[src/rtl/wb_arbiter.sv]
// Writeback arbiter: round-robin between ALU (src0) and LSU (src1) results,
// buffered in a small FIFO and drained as one registered writeback per cycle.
module wb_arbiter #(
   parameter int WORD  = 32,
   parameter int AW    = 5,
   parameter int DEPTH = 4
) (
   input  logic                       clk,
   input  logic                       rst,
   input  logic                       s0_valid_i,
   input  logic [AW-1:0]              s0_addr_i,
   input  logic [WORD-1:0]            s0_data_i,
   output logic                       s0_ready_o,
   input  logic                       s1_valid_i,
   input  logic [AW-1:0]              s1_addr_i,
   input  logic [WORD-1:0]            s1_data_i,
   output logic                       s1_ready_o,
   output logic                       wb_o,
   output logic [AW-1:0]              wb_addr_o,
   output logic [WORD-1:0]            wb_data_o,
   output logic [$clog2(DEPTH):0]     count_o
);

   localparam int PW = $clog2(DEPTH);
   localparam int CW = PW + 1;

   logic [AW-1:0]   r_mem_addr [DEPTH];
   logic [WORD-1:0] r_mem_data [DEPTH];
   logic [PW-1:0]   r_wr_ptr;
   logic [PW-1:0]   r_rd_ptr;
   logic [CW-1:0]   r_count;
   logic            r_prio;
   logic            r_wb;
   logic [AW-1:0]   r_wb_addr;
   logic [WORD-1:0] r_wb_data;

   logic            w_full;
   logic            w_empty;
   logic            w_grant0;
   logic            w_grant1;
   logic            w_push;
   logic            w_pop;
   logic [AW-1:0]   w_push_addr;
   logic [WORD-1:0] w_push_data;

   assign w_full  = (r_count == CW'(DEPTH));
   assign w_empty = (r_count == '0);

   // prio=0 favours src0 on contention; a lone valid source always wins
   always_comb begin
      w_grant0 = 1'b0;
      w_grant1 = 1'b0;
      if (!w_full) begin
         w_grant0 = s0_valid_i && (!s1_valid_i || !r_prio);
         w_grant1 = s1_valid_i && (!s0_valid_i ||  r_prio);
      end
   end

   assign w_push      = w_grant0 | w_grant1;
   assign w_pop       = !w_empty;
   assign w_push_addr = w_grant0 ? s0_addr_i : s1_addr_i;
   assign w_push_data = w_grant0 ? s0_data_i : s1_data_i;

   assign s0_ready_o = w_grant0;
   assign s1_ready_o = w_grant1;

   always_ff @(posedge clk) begin
      if (w_push) begin
         r_mem_addr[r_wr_ptr] <= w_push_addr;
         r_mem_data[r_wr_ptr] <= w_push_data;
      end
   end

   always_ff @(posedge clk or negedge rst) begin
      if (!rst) begin
         r_wr_ptr  <= '0;
         r_rd_ptr  <= '0;
         r_count   <= '0;
         r_prio    <= 1'b0;
         r_wb      <= 1'b0;
         r_wb_addr <= '0;
         r_wb_data <= '0;
      end else begin
         if (w_push) begin
            r_wr_ptr <= r_wr_ptr + 1'b1;
            r_prio   <= w_grant0;
         end
         // pop reads the pre-edge head, so a fresh push is never bypassed
         if (w_pop) begin
            r_rd_ptr  <= r_rd_ptr + 1'b1;
            r_wb_addr <= r_mem_addr[r_rd_ptr];
            r_wb_data <= r_mem_data[r_rd_ptr];
         end
         r_wb    <= w_pop;
         r_count <= r_count + CW'(w_push) - CW'(w_pop);
      end
   end

   assign wb_o      = r_wb;
   assign wb_addr_o = r_wb_addr;
   assign wb_data_o = r_wb_data;
   assign count_o   = r_count;

endmodule

[config.mk]
export PLATFORM = sky130hd
export DESIGN_NAME = wb_arbiter
export DESIGN_NICKNAME = d
export VERILOG_FILES = /design/src/rtl/wb_arbiter.sv
export SDC_FILE = /design/constraint.sdc
export NUM_CORES = 1
export LEC_CHECK = 0
export CORE_MARGIN = 4
export CORE_UTILIZATION = 54
export CTS_CLUSTER_SIZE = 24
export DETAILED_ROUTE_END_ITERATION = 10
export PLACE_DENSITY = 0.8
export SLEW_MARGIN = 0
export SYNTH_ARGS = -nofsm -noshare
export SYNTH_HDL_FRONTEND = slang
export SYNTH_SLANG_ARGS = --single-unit
[constraint.sdc]
create_clock -name clk -period 2.8 [get_ports clk]
set_input_delay 0.56 -clock clk [delete_from_list [all_inputs] [get_ports clk]]
set_output_delay 0.56 -clock clk [all_outputs]
set_load 0.01 [all_outputs]
## After elaboration in Yosys (flattened, before gate mapping)

Memory sizes are Yosys's and may differ from the RTL's. A register that Yosys moved wholly into a read port is not among the register bits.
Cells that the tools add are included.

- Output and inout port bits: 43
- Memories: 2
- Bits in read-only memories: 0
- Bits in latches: 0
- Bits in registers: 9
- Memory bits (writable): 148

Memory list:

| name | depth | width | read ports | clocked after Yosys merged registers in | write ports | line | RTL |
|---|---|---|---|---|---|---|---|
| r_mem_data | 4 | 32 | 1 | 1 | 1 | 28 | `logic [WORD-1:0] r_mem_data [DEPTH];` |
| r_mem_addr | 4 | 5 | 1 | 1 | 1 | 27 | `logic [AW-1:0] r_mem_addr [DEPTH];` |

- $lt $le $gt $ge: 0
- Reductions and logical operators: 13
- Multipliers: 0
- Eq/ne operators: 1
- Div/mod/pow operators: 0
- Shift operators: 0
- Add/subtract/negate cells: 4
- Mux-type cells: 6
- Bitwise logic cells: 1

Operators by type and width:

| kind | count |
|---|---|
| $mux W32 | 1 |
| $logic_not A1 Y1 | 8 |
| $mux W5 | 1 |
| $add A2 B1 Y2 const B | 2 |
| $mux W1 | 4 |
| $add A3 B1 Y3 | 1 |
| $eq A3 B3 Y1 const B | 1 |
| $logic_not A3 Y1 | 1 |
| $sub A3 B1 Y3 | 1 |
| $logic_and A1 B1 Y1 | 2 |
| $logic_or A1 B1 Y1 | 2 |
| $or A1 B1 Y1 | 1 |

## Depth between registers and ports, before layout

- Depth after elaboration: 7
- Depth in mapped cells: 10
- Gate-level depth less buffers: 10

## Least setup slack after synthesis

No wires, ideal clock.

- Path type: flip-flop to flip-flop
- Start point: reg r_count[1] (netlist: count_o[1])
- End point: reg r_count[2] (netlist: count_o[2])
- Data arrival time: 2196 ps
- Period minus slack after synthesis: 2326 ps
- Required time: 2671 ps
- Setup slack: 474 ps
- Library setup time: 129 ps
- Cell stages (with the launch flop): 11
- Cell sequence: dfrtp_1 > or3b_4 > o21a_1 > inv_1 > ha_1 > inv_1 > ha_1 > inv_1 > fa_1 > xnor2_1 > xnor2_1

- Word-level cells in the longest chain between the ends: 5
- Elaborated cells on any way between the ends: 8

RTL lines:

| what | line | RTL |
|---|---|---|
| start: declaration | 31 | `logic [CW-1:0] r_count;` |
| start signal: assignment | 95 | `r_count <= r_count + CW'(w_push) - CW'(w_pop);` |
| $eq A3 B3 Y1 | 46 | `assign w_full = (r_count == CW'(DEPTH));` |
| $mux W1 | 53 | `if (!w_full) begin` |
| $or A1 B1 Y1 | 59 | `assign w_push = w_grant0 \| w_grant1;` |
| $add A3 B1 Y3 | 95 |  |
| $sub A3 B1 Y3 (*) | 95 |  |

Mark *: on every way between the ends. The rest lies on a longest branch, timed or not.
A chain may end at the register's enable or synchronous reset.

## Worst setup path after layout

- Start point: reg r_count[1] (netlist: count_o[1])
- End point: out s0_ready_o

- Word-level cells in the longest chain between the ends: 2

RTL lines:

| what | line | RTL |
|---|---|---|
| $eq A3 B3 Y1 | 46 |  |
| $mux W1 | 53 |  |
| end: declaration | 13 | `output logic s0_ready_o,` |

No other way between the ends.

==> flow_summary.toml <==
[critical_path]
r2r_setup_slack_ps = 400
timing.rr.end = "count_o[2]$_DFF_PN0_"
critPathKind = "register to output port"
r2r_cells = 10
critical_path_buf_inv_count = 2
startpoint = "count_o[1]$_DFF_PN0_"
cp-start-kind = "register"
timing.rr.start = "count_o[1]$_DFF_PN0_"
cp_data_arrival_time_ps = 2070
crit_chain = "or3b_4 > nand3_4 > inv_1 > clkdlybuf4s50_1"
cpMaxStageDelayCell = "dfrtp_1"
critical-path-top-delay-family = "simple AND/OR/NAND/NOR gates"
slowest_delay_ps = 480
worstPathMaxFanout = 5
cp_data_required_time_ps = 2240
end_kind = "output port"

[floorplanning]
ioPinCount = 121
die_h_um = 128
fp.coreArea_um2 = 14000
die_area_um2 = 16300
die_x_um = 128
start_util_pct = 55.4
placementRows = 43

[layout]
fill_cells = 932
final_nets = 656
area_delta_synth_final_pct = 25.9
drive_gt1_share_pct = 22.0
fin_util_pct = 69.8
antenna_cells = 0

[pwr]
p_int_mw = 7.63
p_leak_nw = 3.69
powerDensity_nw_per_um2 = 1110
vdd_drop_max_mv = 0.572
swShare_pct = 29.6
switchingPower_mw = 3.21
p_seq_share_pct = 44.3
p_total_mw = 10.8
pwr-share-comb_pct = 34.4
clkPwrFrac_pct = 21.4

[sta]
max_freq_mhz = 380
worstMarginPinSlew_ps = 753
skew_ps = 9.14
fin_tns_setup_ps = 0
hold_slack_ps = 198
report.final.hold_viol_count = 0
period_minus_slack_ps = 2630
max-slew-margin-rel_pct = 49.8
rsz0062_at_grt = "false"
slew_violations = 0
finalSetupViolations = 0
finalCritPeriodShare_pct = 94.1

[synthesis]
netlist_instances = 435
synth_area_leaders = "edfxtp_1 (57%), dfrtp_1 (15%), mux4_2 (11%)"
synth_ff_type = "edfxtp_1"
synth_area_um2 = 7760
syn_area_per_cell_um2 = 17.8
synth_edf_count = 148
yosysTopAreaCellShare_pct = 57.3
synth_seq_cells = 194
yosysUniqueCellTypes = 21
ys_seq_area_share_pct = 72.1
syn_nets = 520
synth.largest_area_cell = "edfxtp_1"
synth_most_common_cell = "edfxtp_1"
synthArstFlopShare_pct = 23.7
synth_common_cells = "edfxtp_1 (148), nand2_1 (114), dfrtp_1 (46)"
ys_warn_count = 0

[placed_design]
portBuffers = 120
gp_congestion = 0.754
hpwl_um = 9710

[cts]
clkTransAtPathRegs_ps = 70
cts-htree-levels = 4
cts_setup_buffers = 0
cts-resized-gates = 0
cts_root_buffer = "clkbuf_16"
cts_buffer_depth = 2
clkSinkCount = 194
cts_buffers = 17
hold_buffers = 0
clk_latency_ps = 430
tritoncts = "done"

[route]
routed_wl_um = 15100
vias = 4179
viasPerCell = 5.48
dr.pass1.iters = 5
drtIter0Drc = 367
wl_per_cell_um = 19.7
drc = 0
detail-route-antenna-nets = 0

[grt]
grt_pass1_vias = 4448
grt_busiest_layer = "met2"
grt_max_degree = 40
overflow = 0
antenna_found_initial = 0
grt_pass1_wl_um = 23800
track_usage_pct = 19.6
grtUsageMet3_pct = 4.21
use_met2_pct = 34.8
grt_util_met1_pct = 23.2

[run]
drv_cap = 0

[hold_path]
hold_path_class = "primary input to asynchronous set/reset pin"

[outcome]
status = "completed"
## per-stage QoR
step	setup slack, ps	cell area [um^2]	std cells
final	166	9760	763
after global routing	112	9760	763
after CTS	152	9760	763
after detailed placement	111	9200	732
after global placement	221	9200	732
after floorplan	474	7760	435
## worst max path at each step
stage                           endpoint  slack [ps]  depth (start not counted)
finish                        s0_ready_o         170                          4
CTS                           s0_ready_o         150                          4
floorplan           count_o[2]$_DFF_PN0_         470                         10
global route                  s0_ready_o         110                          4
global placement    count_o[2]$_DFF_PN0_         220                         10
detailed placement  count_o[2]$_DFF_PN0_         110                         10
## power by group through the flow
| stage | clock network, mW | registers (mW) | logic (mW) |
|---|---|---|---|
| final | 2.32 | 4.80 | 3.73 |
| after global routing | 2.47 | 4.91 | 4.07 |
| after CTS | 2.36 | 4.82 | 3.82 |
| after detailed placement | 0 | 4.86 | 3.81 |
| after global placement | 0 | 4.78 | 3.69 |
| after floorplan | 0 | 4.82 | 2.28 |
## flip-flops by register name, summed over array words and instances, names as in the netlist
signal      flops
r_mem_addr     20
r_rd_ptr        2
r_prio          1
r_wr_ptr        2
r_mem_data    128
count_o         3
wb_o            1
wb_addr_o       5
wb_data_o      32
## worst register-to-register path, delay by kind of cell (launching register included)
family,cells,cell delay [ps]
xor gates and xnor gates,2,330
AOI/OAI and AO/OA,1,130
DFF,1,480
and+or+nand+nor,1,480
buffers and inverters,3,170
adders and majority gates,3,730
## placed cells by master, fill, tap and decap left out, drive strengths merged, types with 2 or more instances in the layout
cell type	instances
buf	18
bufinv	2
dfrtp	46
ha	6
clkbuf	24
a21oi	2
mux2	38
edfxtp	148
clkinv	5
nand2	114
mux4	37
and2	4
inv	9
xnor2	5
clkdlybuf4s50	119
## routing by layer
| metal | up-vias | part of all wire, % |
|---|---|---|
| li1 | 1881 | - |
| met1 | 2157 | 39 |
| met2 | 114 | 54 |
| met3 | 27 | 4.0 |
| met4 | 0 | 2.4 |
| met5 | - | 0 |
## area by class of cell
type / instances / area, um^2 / area share (%)
Clock inverter: 7 / 82.6 / 0.846
Multi-Input combinational cell: 212 / 1990 / 20.4
Tap cell: 180 / 225 / 2.31
Timing Repair Buffer: 137 / 1350 / 13.8
Sequential cell: 194 / 5600 / 57.3
Clock buffer: 24 / 482 / 4.93
Inverter: 9 / 33.8 / 0.346
## cell families (layout without fill, tap and decap cells)
| logic type | Yosys count | in the layout | synth area share (%) |
|---|---|---|---|
| buf+inv | 29 | 177 | 2.31 |
| compound gates | 4 | 4 | 0.307 |
| simple gates | 121 | 121 | 6.28 |
| flops | 194 | 194 | 72.1 |
| xor+xnor | 5 | 5 | 0.565 |
| mux | 75 | 75 | 17.2 |
| fa+ha+maj | 7 | 7 | 1.23 |
No activity file was read; power rests on OpenSTA's default activity.
